## src/rtl/bresenham_pkg.sv

```systemverilog
// Shared types and constants for the Bresenham line rasteriser.
package bresenham_pkg;

  typedef enum logic [1:0] {
    IDLE = 2'd0,
    DRAW = 2'd1,
    DONE = 2'd2
  } state_t;

  // Signed unit steps applied to x/y along each axis.
  localparam logic signed [1:0] STEP_INC = 2'sb01;
  localparam logic signed [1:0] STEP_DEC = 2'sb11;

  function automatic int err_width(input int coord_w);
    return coord_w + 2;
  endfunction

endpackage

```

## src/rtl/bresenham_step.sv

```systemverilog
// One Bresenham iteration: from the current err/x/y produces the next pixel position and error term.
module bresenham_step
  import bresenham_pkg::*;
#(
  parameter int COORD_W = 8,
  parameter int ERR_W   = err_width(COORD_W)
) (
  input  logic signed [ERR_W-1:0] err,
  input  logic signed [ERR_W-1:0] dx,
  input  logic signed [ERR_W-1:0] dy,
  input  logic signed [1:0]       sx,
  input  logic signed [1:0]       sy,
  input  logic [COORD_W-1:0]      x,
  input  logic [COORD_W-1:0]      y,
  output logic signed [ERR_W-1:0] err_next,
  output logic [COORD_W-1:0]      x_next,
  output logic [COORD_W-1:0]      y_next
);

  // e2 gets one extra bit so doubling err can never wrap before the compares.
  logic signed [ERR_W:0] e2;
  logic signed [ERR_W:0] dx_ext;
  logic signed [ERR_W:0] dy_ext;
  logic                  step_x;
  logic                  step_y;
  logic [COORD_W-1:0]    sx_ext;
  logic [COORD_W-1:0]    sy_ext;

  assign e2     = {err, 1'b0};
  assign dx_ext = {dx[ERR_W-1], dx};
  assign dy_ext = {dy[ERR_W-1], dy};

  assign step_x = (e2 >= dy_ext);
  assign step_y = (e2 <= dx_ext);

  assign sx_ext = {{(COORD_W-2){sx[1]}}, sx};
  assign sy_ext = {{(COORD_W-2){sy[1]}}, sy};

  assign err_next = err + (step_x ? dy : {ERR_W{1'b0}}) + (step_y ? dx : {ERR_W{1'b0}});
  assign x_next   = step_x ? x + sx_ext : x;
  assign y_next   = step_y ? y + sy_ext : y;

endmodule

```

## src/rtl/bresenham_stream.sv

```systemverilog
// Bresenham line rasteriser streaming one pixel per accepted valid/ready handshake.
module bresenham_stream
  import bresenham_pkg::*;
#(
  parameter int COORD_W = 8
) (
  input  logic               clk,
  input  logic               reset,
  input  logic               start,
  input  logic               abort,
  input  logic [COORD_W-1:0] x0,
  input  logic [COORD_W-1:0] y0,
  input  logic [COORD_W-1:0] x1,
  input  logic [COORD_W-1:0] y1,
  output logic               busy,
  output logic               done,
  output logic [COORD_W-1:0] px,
  output logic [COORD_W-1:0] py,
  output logic               pix_valid,
  input  logic               pix_ready,
  output logic               pix_last
);

  localparam int ERR_W = err_width(COORD_W);

  state_t                   state_reg, state_next;
  logic [COORD_W-1:0]       x_reg, x_next, y_reg, y_next;
  logic [COORD_W-1:0]       x1_reg, x1_next, y1_reg, y1_next;
  logic signed [ERR_W-1:0]  err_reg, err_next;
  logic signed [ERR_W-1:0]  dx_reg, dx_next, dy_reg, dy_next;
  logic signed [1:0]        sx_reg, sx_next, sy_reg, sy_next;
  logic                     last_reg, last_next;

  logic [COORD_W-1:0]       mag_x, mag_y;
  logic signed [ERR_W-1:0]  start_dx, start_dy;
  logic signed [ERR_W-1:0]  nxt_err;
  logic [COORD_W-1:0]       nxt_x, nxt_y;

  assign mag_x    = (x1 >= x0) ? x1 - x0 : x0 - x1;
  assign mag_y    = (y1 >= y0) ? y1 - y0 : y0 - y1;
  assign start_dx = ERR_W'(mag_x);
  assign start_dy = -$signed(ERR_W'(mag_y));

  bresenham_step #(
    .COORD_W (COORD_W),
    .ERR_W   (ERR_W)
  ) u_step (
    .err      (err_reg),
    .dx       (dx_reg),
    .dy       (dy_reg),
    .sx       (sx_reg),
    .sy       (sy_reg),
    .x        (x_reg),
    .y        (y_reg),
    .err_next (nxt_err),
    .x_next   (nxt_x),
    .y_next   (nxt_y)
  );

  always_comb begin
    state_next = state_reg;
    x_next     = x_reg;
    y_next     = y_reg;
    x1_next    = x1_reg;
    y1_next    = y1_reg;
    err_next   = err_reg;
    dx_next    = dx_reg;
    dy_next    = dy_reg;
    sx_next    = sx_reg;
    sy_next    = sy_reg;
    last_next  = last_reg;
    case (state_reg)
      IDLE: begin
        if (start) begin
          x_next     = x0;
          y_next     = y0;
          x1_next    = x1;
          y1_next    = y1;
          dx_next    = start_dx;
          dy_next    = start_dy;
          sx_next    = (x0 < x1) ? STEP_INC : STEP_DEC;
          sy_next    = (y0 < y1) ? STEP_INC : STEP_DEC;
          err_next   = start_dx + start_dy;
          last_next  = (x0 == x1) && (y0 == y1);
          state_next = DRAW;
        end
      end
      DRAW: begin
        // Abort wins over a simultaneous final handshake: no done pulse.
        if (abort) begin
          state_next = IDLE;
          last_next  = 1'b0;
        end else if (pix_ready) begin
          if (last_reg) begin
            state_next = DONE;
            last_next  = 1'b0;
          end else begin
            x_next    = nxt_x;
            y_next    = nxt_y;
            err_next  = nxt_err;
            last_next = (nxt_x == x1_reg) && (nxt_y == y1_reg);
          end
        end
      end
      DONE: begin
        state_next = IDLE;
      end
      default: begin
        state_next = IDLE;
      end
    endcase
  end

  always_ff @(posedge clk or negedge reset) begin
    if (!reset) begin
      state_reg <= IDLE;
      x_reg     <= '0;
      y_reg     <= '0;
      x1_reg    <= '0;
      y1_reg    <= '0;
      err_reg   <= '0;
      dx_reg    <= '0;
      dy_reg    <= '0;
      sx_reg    <= STEP_INC;
      sy_reg    <= STEP_INC;
      last_reg  <= 1'b0;
    end else begin
      state_reg <= state_next;
      x_reg     <= x_next;
      y_reg     <= y_next;
      x1_reg    <= x1_next;
      y1_reg    <= y1_next;
      err_reg   <= err_next;
      dx_reg    <= dx_next;
      dy_reg    <= dy_next;
      sx_reg    <= sx_next;
      sy_reg    <= sy_next;
      last_reg  <= last_next;
    end
  end

  assign busy      = (state_reg != IDLE);
  assign done      = (state_reg == DONE);
  assign pix_valid = (state_reg == DRAW);
  assign px        = x_reg;
  assign py        = y_reg;
  assign pix_last  = last_reg;

endmodule
```

## config.mk

```make
export PLATFORM = sky130hd
export DESIGN_NAME = bresenham_stream
export DESIGN_NICKNAME = d
export VERILOG_FILES = /design/src/rtl/bresenham_pkg.sv /design/src/rtl/bresenham_step.sv /design/src/rtl/bresenham_stream.sv
export SDC_FILE = /design/constraint.sdc
export NUM_CORES = 1
export LEC_CHECK = 0
export CAP_MARGIN = 20
export CORE_UTILIZATION = 60
export DETAILED_ROUTE_END_ITERATION = 6
export PLACE_DENSITY = 0.9
export SLEW_MARGIN = 5
export SYNTH_ARGS = -nofsm -noshare
export SYNTH_HDL_FRONTEND = slang
export SYNTH_SLANG_ARGS = --single-unit
```

## constraint.sdc

```tcl
create_clock -name clk -period 5.36 [get_ports clk]
set_input_delay 1.072 -clock clk [delete_from_list [all_inputs] [get_ports clk]]
set_output_delay 1.072 -clock clk [all_outputs]
set_load 0.005 [all_outputs]
```

======== After elaboration in Yosys (flattened, before gate mapping) ========
Cells that the tools add are included.
storage, ports and cells
  logic and storage cells ................. 81
  input port bits ......................... 37
  bits in registers ....................... 67
  output and inout bits ................... 20
cells by class
  order comparisons ....................... 6
  equal/unequal tests ..................... 12
  reductions and logical operators ........ 9
  muxes and demuxes ....................... 33
  add/sub/neg operators ................... 10
operators with widths
  kind                                                                     number
  8-bit two-way mux                                                        13
  10-bit two-way mux                                                       5
  8-bit equality test                                                      4
  8-bit case mux with 2 select lines                                       2
  8-bit subtractor                                                         4
  10-bit adder                                                             2
  10-bit case mux with 2 select lines                                      1
  8-bit adder                                                              2
  8-bit greater-or-equal comparator                                        2
  8-bit less-than comparator                                               2
  2-bit two-way mux                                                        6
  11-bit by 10-bit greater-or-equal comparator with 1-bit output           1
  11-bit by 9-bit less-or-equal comparator with 1-bit output               1
  9-bit by 10-bit adder with 10-bit output                                 1
  8-bit negator with 10-bit output                                         1
  2-bit inequality test, second input constant                             3
  3-bit by 2-bit inequality test with 1-bit output, second input constant  2
  3-bit AND reduction                                                      2
  5-bit AND reduction                                                      1
  1-bit two-way mux                                                        4
  2-bit case mux with 2 select lines                                       1
  2-bit nonzero test                                                       2
  2-bit by 1-bit equality test with 1-bit output, second input constant    1
  2-bit equality test, second input constant                               1
  5 further kinds                                                          6

======== Longest topological paths before layout ========
Gate-level depths: netlist (run 1).
  depth after elaboration ................. 8
  gate-level depth with buffers ........... 25
  mapped depth without buffers ............ 22

======== Modules after synthesis ========
From an unflattened synthesis (run 1), not the netlist that was laid out.
second synthesis, totals
  cell total of the unflattened synthesis .. 845
  area total of the unflattened synthesis .. 6870.3 µm²
by module, submodules not included
  module            times used  seq. area each (µm²)  cells each  area an instance (µm²)
  bresenham_stream  1           1626.6                583         4907.2
  bresenham_step    1           0.0                   262         1963.1

======== Worst setup path before layout (run 1) ========
No wires, ideal clock.
  kind .................................... flip-flop to flip-flop
  from .................................... register dy_reg[9]
  to ...................................... register err_reg[9]
  stages on the path, launching flop included .. 25
  path slack .............................. 0.699 ns
  path buffers ............................ 3
  library setup time ...................... 0.094 ns
  data arrival time ....................... 4.568 ns
  period minus slack after synthesis ...... 4.661 ns
  required time ........................... 5.266 ns
  cells stage by stage .................... dfrtp_1 > inv_1 > ha_1 > buf_2 > nand2_1 > nor2_1 > a211o_1 > nor4b_1 > or2_1 > buf_2 > clkbuf_1 > nor2_1 > fa_1 > ha_1 > inv_1 > fa_1 > nor2b_1 > o21ai_0 > a21oi_1 > o21ai_0 > a21o_1 > a211o_1 > nand3_1 > a21oi_1 > a211oi_1
on the way
  word-level cells in the longest chain between the ends .. 8
ends and longest elaborated chain
  item                                                            line                     text
  start, declared                                                 bresenham_stream.sv:30   logic signed [ERR_W-1:0] dx_reg, dx_next, dy_reg, dy_next;
  start signal, assigned                                          bresenham_stream.sv:135  dy_reg <= dy_next;
  11-bit by 10-bit greater-or-equal comparator with 1-bit output  bresenham_step.sv:33     assign step_x = (e2 >= dy_ext);
  10-bit two-way mux (*)                                          bresenham_step.sv:39     assign err_next = err + (step_x ? dy : {ERR_W{1'b0}}) + (step_y ? dx : {ERR_W{1'b0}});
  10-bit adder (*) (2 in a row)                                   bresenham_step.sv:39
  10-bit two-way mux (*)                                          bresenham_stream.sv:94   if (last_reg) begin
  10-bit two-way mux (*)                                          bresenham_stream.sv:93   end else if (pix_ready) begin
  10-bit two-way mux (*)                                          bresenham_stream.sv:90   if (abort) begin
  10-bit case mux with 2 select lines (*)                         bresenham_stream.sv:72   case (state_reg)
  end signal, assigned                                            bresenham_stream.sv:133  err_reg <= err_next;
  end, declared                                                   bresenham_stream.sv:29   logic signed [ERR_W-1:0] err_reg, err_next;
Mark *: on every way between the ends. The rest lies on a longest branch, timed or not. The select of a mux whose other input is x is not followed.
A chain may end at the register's enable or synchronous reset.

======== Worst setup path after layout (run 1) ========
  from .................................... input y1[0]
  to ...................................... register err_reg[9]
on the way
  word-level cells in the longest chain between the ends .. 6
  elaborated cells on any way between the ends .. 8
  classes of those cells .................. add/sub: 4; order compare: 1; mux: 3
ends and longest elaborated chain
  item                                                                   line                    text
  start, declared                                                        bresenham_stream.sv:14  input logic [COORD_W-1:0] y1,
  8-bit subtractor or 8-bit greater-or-equal comparator (tied branches)  bresenham_stream.sv:40  assign mag_y = (y1 >= y0) ? y1 - y0 : y0 - y1;
  8-bit two-way mux (*)                                                  bresenham_stream.sv:40
  8-bit negator with 10-bit output (*)                                   bresenham_stream.sv:42  assign start_dy = -$signed(ERR_W'(mag_y));
  named net start_dy[2]                                                  bresenham_stream.sv:35  logic signed [ERR_W-1:0] start_dx, start_dy;
  9-bit by 10-bit adder with 10-bit output (*)                           bresenham_stream.sv:83  err_next = start_dx + start_dy;
  10-bit two-way mux (*)                                                 bresenham_stream.sv:74  if (start) begin
  10-bit case mux with 2 select lines (*)                                bresenham_stream.sv:72
Mark *: on every way through the listed nets, which the timed path passes. The rest lies on a longest branch. The select of a mux whose other input is x is not followed.

==> summary.txt, run 1 <==
Final setup viols: 0
Core area: 10460 um^2
Mapped Nets: 926
YS warnings: 0
Drt wl/cell: 18.01 um
Share of cells above drive strength 1: 0.07746
Htree depth: 3
Worst Setup End Kind: flip-flop
Residual DRC count: 0
Antenna violations before repair: 0
Global-route wire length before repair: 29750 um
Die Wd: 106.4 um
CTS root buf: clkbuf_8
Post-synth EDFFs: 0
Starting Density: 0.6251
Fraction of registers with async set or reset after synthesis: 1.000
TNS Setup: 0 ns
Wirelength, routed: 18030 um
Worst setup path end: err_reg[9]
Peak Freq: 195.5 MHz
Post-DP HPWL: 13560 um
Depth of the most critical reg-to-reg path: 20
Remaining antenna violation count: 0
Worst hold-check path type: flip-flop to flip-flop
Clock sink count: 65
PostCTS Resize Cnt: 0
Iteration-0 DRC Markers: 361
Worst Setup Start Kind: input port
Fin crit share: 0.9543
Max clock buf depth: 2
RR Endpoint: err_reg[9]
Total gr overflow: 0
Setup Skew: 0.01140 ns
Ys flop type: dfrtp_1
Area Overhead vs Synth: 15.73%
Cell Area, Synth: 6540 um^2
Hold Fails Final Rpt: 0
Worst slack, placed: -0.09381 ns
Result of the run: complete, no violations
Worst hold path depth: 2
Worst Path Arrival: 5.35 ns
Setup Fix Bufs, Post-CTS: 0
Antenna cells: 0
Beginning of the critical path: y1[0]
Max-cap violations: 0
Total number of vias: 6212
Final slew viol count: 0
Final WS setup: 0.2451 ns
Worst skew pair latency: 0.37 ns
Dpl cells: 986
Finished Layout Cells: 1001
Fin nets: 993
CP max FO: 6
Router iterations before antenna repair: 5
Flop2flop setup slack: 0.33 ns
Num CTS Buffers: 9
Die Height: 106.4 um
Pin count of the biggest net entering global routing: 45
WP data required: 5.59 ns
GRT Total Usage: 0.3383
Vias/cell: 6.206
Number of synthesized register bits: 65
Die area: 11320 um^2
Placer Congestion: 0.9687
Commonest non-fill, non-tap cell in the layout: inv_1
Setup CP Type: input port to flip-flop
Mean area per synthesized cell: 8.237 um^2
Post-synth cell types: 65
Register area share after synthesis: 0.2487
Post-Synthesis Cells: 794
Vias in the first global route: 6187
Slew margin rel.: 0.3086
Worst slew pin tran: 1.033 ns
Commonest non-fill, non-tap cells in the layout: inv_1, ha_1, nand2_1, nor2_1, a21oi_1
I/O Buffers: 56
Crit Reg-Reg Startpoint: err_reg[9]
CTS Hold Bufs: 0
Site Rows: 37
Fin crit period: 5.115 ns
IO Pins: 57
Worst-path clk slew: 0.07 ns
CTS tree: built
[routing by layer]
layer / vias up / global-route usage / share of wire / routed length [um]
met4: 0 / 0.1498 / 0.033 / 588
met3: 52 / 0.05763 / 0.073 / 1315
met5: - / 0 / 0 / 0
met1: 2972 / 0.4291 / 0.42 / 7548
li1: 2924 / - / - / -
met2: 264 / 0.5640 / 0.48 / 8573
[area by class of cell]
type | instances | area, um^2
repair buffers | 79 | 728.2
fillers | 829 | 2894
multi-input cells | 620 | 4526
inverters | 86 | 322.8
well taps | 136 | 170.2
flip-flops and latches | 65 | 1627
clock inverters | 3 | 40.04
clock buffers | 12 | 155.1
[metrics by stage]
step                      utilization  instance area (um^2)  hold WS, ns
after floorplan                     -                  6540       0.4498
after global placement         0.7026                  7351       0.4702
after detailed placement       0.7026                  7351       0.4762
after CTS                      0.7212                  7546       0.4919
after global routing           0.7234                  7569       0.5181
final                          0.7234                  7569       0.4907
[worst max-delay path, cell delays in order]
cell,delay [ns]
clkdlybuf4s50_1,0.43
inv_1,0.10
ha_1,0.18
inv_1,0.06
fa_1,0.40
nand3_1,0.11
a31oi_1,0.17
nor2_2,0.24
mux2i_1,0.30
ha_1,0.34
xnor2_1,0.23
ha_1,0.35
o21ai_0,0.19
nor2_1,0.10
o31a_1,0.26
o21ai_0,0.17
nand2b_1,0.12
a21oi_1,0.20
or2_2,0.14
o2bb2ai_1,0.11
a211oi_1,0.08
[cells by family (layout without fill, tap and decap cells)]
group	after synthesis	after routing	synth area share
adders and majority gates	95	95	0.2001
buffers and inverters	109	180	0.06352
DFF	65	65	0.2487
and+or+nand+nor	216	216	0.1561
muxes	24	24	0.03884
AOI/OAI and AO/OA	228	228	0.2164
xor gates and xnor gates	57	57	0.07633
[cells in the mapped netlist (13+ instances only)]
| master | n | area, um^2 |
|---|---|---|
| a211oi_1 | 14 | 105.1 |
| a21o_1 | 13 | 97.59 |
| a21oi_1 | 66 | 330.3 |
| clkbuf_1 | 17 | 63.81 |
| dfrtp_1 | 65 | 1627 |
| fa_1 | 16 | 320.3 |
| ha_1 | 79 | 988.5 |
| inv_1 | 84 | 315.3 |
| mux2i_1 | 13 | 130.1 |
| nand2_1 | 69 | 259.0 |
| nor2_1 | 70 | 262.8 |
| nor2b_1 | 14 | 87.58 |
| o21ai_0 | 62 | 310.3 |
| o22ai_1 | 16 | 100.1 |
| xnor2_1 | 34 | 297.8 |
| xor2_1 | 23 | 201.4 |
[how the worst min path moves through the flow]
stage	from	end	slack [ns]
finish	dy_reg[9]	dy_reg[9]	0.49
global route	dy_reg[9]	dy_reg[9]	0.52
CTS	dy_reg[9]	dy_reg[9]	0.49
detailed placement	dy_reg[9]	dy_reg[9]	0.48
global placement	dy_reg[9]	dy_reg[9]	0.47
floorplan	dy_reg[8]	dy_reg[8]	0.45
Power of run 1 is left out: the tool's default activity adds up to more than one toggle a clock period on the data nets, which glitch-free logic cannot reach.
==> run 2, diff against run 1 <==
CORE_MARGIN = 2   (was not set)
CTS_CLUSTER_SIZE = 30   (was not set)
==> run 2 against run 1 <==
Count of clock-buffer cells in the layout unchanged. Clock skew is 0.0061 ns lower. Setup slack better by 0.038 ns. Design area rose by 0.28%. Sequential share of layout area down 0.060 points. Via count fell by 0.60%. Critical path depth shrank 1. Sequential cell count stayed put. Die area grew 3.8%. Utilization fell by 1.7 points.
==> summary.txt, run 2 (same netlist as run 1, synthesis figures left out) <==
Depth of the most critical reg-to-reg path: 21 (+5.0%)
Htree depth: 3 (unchanged)
Total gr overflow: 0 (unchanged)
Remaining antenna violation count: 0 (unchanged)
Setup CP Type: input port to flip-flop
Final slew viol count: 0 (unchanged)
RR Endpoint: err_reg[9]
Hold Fails Final Rpt: 0 (unchanged)
Fin crit period: 5.077 ns (-0.03837 ns)
Final WS setup: 0.2835 ns (+0.03837 ns)
Peak Freq: 197.0 MHz (+0.76%)
CTS Hold Bufs: 0 (unchanged)
Drt wl/cell: 17.61 um (-2.2%)
Worst Path Arrival: 5.34 ns (about the same)
I/O Buffers: 56 (unchanged)
Pin count of the biggest net entering global routing: 66 (+47%)
Iteration-0 DRC Markers: 557 (+54%)
Num CTS Buffers: 9 (unchanged)
Vias in the first global route: 6016 (-2.8%)
Fin crit share: 0.9471 (-0.007160)
CTS root buf: clkbuf_8
GRT Total Usage: 0.3163 (-0.02200)
Hold Slack: 0.4866 ns (-0.004062 ns)
Worst setup path end: err_reg[9]
Critical-path top delay cell: clkdlybuf4s50_1
Post-DP HPWL: 13440 um (-0.88%)
Final setup viols: 0 (unchanged)
Wirelength, routed: 17700 um (-1.8%)
Result of the run: complete, no violations
Worst path max stage delay: 0.53 ns (+0.10 ns)
Slew margin rel.: 0.3017 (-0.006902)
Flop2flop setup slack: 0.43 ns (+0.10 ns)
Buf/Inv on CP: 2 (-1)
Worst Setup End Kind: flip-flop
Vias/cell: 6.144 (-0.99%)
Commonest non-fill, non-tap cell in the layout: inv_1
Worst Setup Start Kind: input port
Crit Reg-Reg Startpoint: dy_reg[9]
Finished Layout Cells: 1005 (+0.40%)
Antenna violations before repair: 0 (unchanged)
HP Start: dy_reg[9]
WP data required: 5.63 ns (+0.04 ns)
Max-cap violations: 0 (unchanged)
Clock sink count: 65 (unchanged)
Die Wd: 108.4 um (+1.9%)
Cell chain of the critical path: clkdlybuf4s50_1 > inv_1 > ha_1 > nand4_1 > a31oi_2 > nand2b_1 > a31oi_1 > xnor2_1 > nor2b_1 > nand3b_1 > xor2_1 > ha_1 > o21a_1 > o31a_1 > o21ai_0 > nand2b_1 > a21oi_1 > or2_2 > o2bb2ai_1 > a211oi_1
Area Overhead vs Synth: 16.05%
Core area: 10750 um^2 (+2.7%)
Die area: 11750 um^2 (+3.8%)
Starting Density: 0.6086 (-0.01645)
Beginning of the critical path: y0[2]
Worst slew pin tran: 1.044 ns (+0.01032 ns)
Commonest non-fill, non-tap cells in the layout: inv_1, ha_1, nand2_1, nor2_1, a21oi_1
Dpl cells: 989 (+0.30%)
Delay-heaviest family, CP: simple AND/OR/NAND/NOR gates
Stages on worst setup path: 20 (-4.8%)
Placer Congestion: 1.026 (+5.9%)
Fin nets: 993 (unchanged)
Share of cells above drive strength 1: 0.08092 (+0.003468)
Worst skew pair latency: 0.36 ns (about the same)
Total number of vias: 6175 (-0.60%)
CTS tree: built
Die Height: 108.4 um (+1.9%)
Fill cells: 805 (-2.9%)
Site Rows: 38 (+2.7%)
Worst-path clk slew: 0.07 ns (about the same)
Max clock buf depth: 2 (unchanged)
Global-route wire length before repair: 28990 um (-2.6%)
CP max FO: 7 (+1)
Antenna cells: 0 (unchanged)
Residual DRC count: 0 (unchanged)
Setup Skew: 0.005342 ns (-0.006055 ns)
IO Pins: 57 (unchanged)
Router iterations before antenna repair: 7 (+2)
Worst slack, placed: -0.04391 ns (+0.04989 ns)
Worst hold-check path type: flip-flop to flip-flop
run 2: final cells by class:
class,instances,area (um^2),share of cell area
Multi-Input combinational cell,620,4542,0.5984
Timing Repair Buffer,79,728.2,0.09594
Sequential cell,65,1627,0.2143
Tap cell,140,175.2,0.02308
Clock buffer,12,155.1,0.02044
Clock inverter,3,40.04,0.005275
Inverter,86,322.8,0.04253
run 2: worst min path at each step:
stage / endpoint / slack [ns] / depth (start not counted)
final: dy_reg[9] / 0.49 / 2
after global routing: dy_reg[5] / 0.52 / 1
after CTS: dy_reg[9] / 0.49 / 2
after detailed placement: dy_reg[9] / 0.47 / 2
after global placement: dy_reg[9] / 0.47 / 2
after floorplan: dy_reg[8] / 0.45 / 2
run 2: layer usage:
layer  vias to the layer above  track usage  share of wire
li1                       2919            -              -
met1                      2933       0.4079           0.42
met2                       268       0.5259           0.47
met3                        55      0.05485          0.075
met4                         0       0.1273          0.035
met5                         -            0              0
run 2: worst reg2reg max path: stages, from the launching register on:
cell	delay, ns
dfrtp_1	0.38
inv_1	0.16
ha_1	0.39
nand2_1	0.11
nor2_1	0.04
a211o_1	0.29
nor4b_2	0.43
or2_1	0.28
nor2_1	0.10
fa_1	0.49
ha_1	0.18
inv_1	0.06
fa_1	0.40
nor2b_1	0.12
o21ai_0	0.12
a21oi_1	0.21
o21ai_0	0.16
a21o_1	0.23
a211o_1	0.28
nand3_1	0.10
a21oi_1	0.07
a211oi_1	0.25
run 2: repair_timing:
item / CTS / global route
setup buffers: 0 / 1
resized for setup: 0 / 7
setup endpoints to repair: 0 / 2
run 2: stage by stage:
stage	area, um^2	util	setup TNS, ns
final	7590	0.7063	0
after CTS	7543	0.7020	0
after detailed placement	7348	0.6839	-0.04391
after global placement	7348	0.6839	0
after global routing	7590	0.7063	-0.04429
after floorplan	6540	-	0
Power of run 2 is left out for the same reason.
==> run 3, diff against run 2 <==
CORE_UTILIZATION = 66   (was 60)
DONT_BUFFER_PORTS = 1   (was not set)
==> run 3 against run 2 <==
Sequential share of layout area increased by 2.2 points. Cell count shrank 7.7%. Register-to-register slack is essentially flat. Utilization is 0.52 points higher. Non-clock buffer count is 71 lower. Highest routed layer unchanged.
==> summary.txt, run 3 (same netlist as run 1, synthesis figures left out) <==
Worst Setup Start Kind: flip-flop
Worst skew pair latency: 0.36 ns (about the same)
Fin crit share: 0.9206 (-0.02647)
Fin nets: 922 (-7.2%)
Fin crit period: 4.935 ns (-0.1419 ns)
Crit Reg-Reg Startpoint: err_reg[9]
Num CTS Buffers: 9 (unchanged)
Clock sink count: 65 (unchanged)
Residual DRC count: 0 (unchanged)
CTS tree: built
Flop2flop setup slack: 0.43 ns (about the same)
Core area: 9684 um^2 (-9.9%)
Max clock buf depth: 2 (unchanged)
Depth of the most critical reg-to-reg path: 20 (-4.8%)
Final setup viols: 0 (unchanged)
RR Endpoint: err_reg[9]
PostCTS Resize Cnt: 0 (unchanged)
Worst Setup End Kind: flip-flop
M1 GR Usage: 0.4334 (+0.02554)
Drt wl/cell: 20.13 um (+14%)
Worst-path clk slew: 0.09 ns (+0.02 ns)
Gr busiest metal: met2
Area Overhead vs Synth: 5.357%
Antenna violations before repair: 0 (unchanged)
Worst slack, placed: 0.2922 ns (+0.3361 ns)
Share of cells above drive strength 1: 0.06164 (-0.01929)
Commonest non-fill, non-tap cell in the layout: inv_1
Slew margin rel.: 0.2932 (-0.008490)
Commonest non-fill, non-tap cells in the layout: inv_1, ha_1, nor2_1, nand2_1, a21oi_1
RSZ-0062 raised after global routing: false
Global-route wire length before repair: 30570 um (+5.5%)
Die Height: 103.5 um (-4.5%)
Worst setup path end: err_reg[9]
Buf/Inv on CP: 1 (-1)
Worst Path Arrival: 5.20 ns (-0.14 ns)
Hold Fails Final Rpt: 0 (unchanged)
Beginning of the critical path: err_reg[9]
Max-cap violations: 0 (unchanged)
Stages on worst setup path: 20 (unchanged)
Site Rows: 36 (-5.3%)
CTS root buf: clkbuf_8
Iteration-0 DRC Markers: 461 (-17%)
Worst path max stage delay: 0.56 ns (+0.03 ns)
Result of the run: complete, no violations
Wirelength, routed: 18680 um (+5.5%)
Placer Congestion: 0.9354 (-8.8%)
Vias in the first global route: 6156 (+2.3%)
Peak Freq: 202.6 MHz (+2.9%)
Total number of vias: 6039 (-2.2%)
Remaining antenna violation count: 0 (unchanged)
Setup CP Type: flip-flop to flip-flop
Antenna cells: 0 (unchanged)
Total gr overflow: 0 (unchanged)
Final slew viol count: 0 (unchanged)
I/O Buffers: 0 (-100%)
Vias/cell: 6.508 (+5.9%)
Met2 global-route usage: 0.5875 (+0.06162)
Hold Slack: 0.4048 ns (-0.08186 ns)
Cell chain of the critical path: ha_1 > nand2_1 > nor2_1 > a211o_1 > nor4b_1 > or2_1 > nor2_1 > fa_1 > ha_1 > inv_1 > fa_1 > nor2b_1 > o21ai_0 > a21oi_1 > o21ai_0 > a21o_1 > a211o_1 > nand3_1 > a21oi_1 > a211oi_1
Setup Skew: 0.01444 ns (+0.009099 ns)
Post-DP HPWL: 14320 um (+6.5%)
Setup Fix Bufs, Post-CTS: 0 (unchanged)
Critical-path top delay cell: nor4b_1
Pin count of the biggest net entering global routing: 66 (unchanged)
WP data required: 5.62 ns (about the same)
CTS Hold Bufs: 0 (unchanged)
TNS Setup: 0 ns (unchanged)
Htree depth: 3 (unchanged)
CP max FO: 10 (+3)
Met3 GRT Util: 0.08622 (+0.03137)
Worst slew pin tran: 1.045 ns (+0.001860 ns)
GRT Total Usage: 0.3554 (+0.03908)
Worst hold-check path type: input port to async pin
Die Wd: 103.5 um (-4.5%)
Die area: 10720 um^2 (-8.8%)
Starting Density: 0.6753 (+0.06668)
Final WS setup: 0.4253 ns (+0.1419 ns)
Delay-heaviest family, CP: compound AO/OA/AOI/OAI gates
IO Pins: 57 (unchanged)
Router iterations before antenna repair: 5 (-2)
==> run 3: how the worst min path moves through the flow <==
stage              start   endpoint  slack [ns]
6_report           reset      px[3]        0.40
5_1_grt            reset  y1_reg[3]        0.38
4_1_cts            reset      px[5]        0.39
3_5_place_dp   dy_reg[8]  dy_reg[8]        0.49
3_3_place_gp   dy_reg[9]  dy_reg[9]        0.47
2_1_floorplan  dy_reg[8]  dy_reg[8]        0.45
==> run 3: metal layers <==
layer	share of wire	routed length (um)
met1	0.38	7125
met2	0.47	8740
met3	0.11	2006
met4	0.043	808
met5	0	0
==> run 3: stage by stage <==
stage               cell area [um^2]  utilization  instances
floorplan                       6540            -        794
global placement                6679       0.6897        912
detailed placement              6679       0.6897        912
CTS                             6890       0.7115        928
global route                    6890       0.7115        928
finish                          6890       0.7115        928
==> run 3: area by class of cell <==
type / count / area [um^2]
clock buffer: 10 / 137.6
clock inverter: 6 / 73.82
fill: 716 / 2794
inverter: 86 / 322.8
multi-input combinational: 620 / 4503
sequential: 65 / 1627
tap: 133 / 166.4
timing repair buffer: 8 / 60.06
Power of run 3 is left out for the same reason.
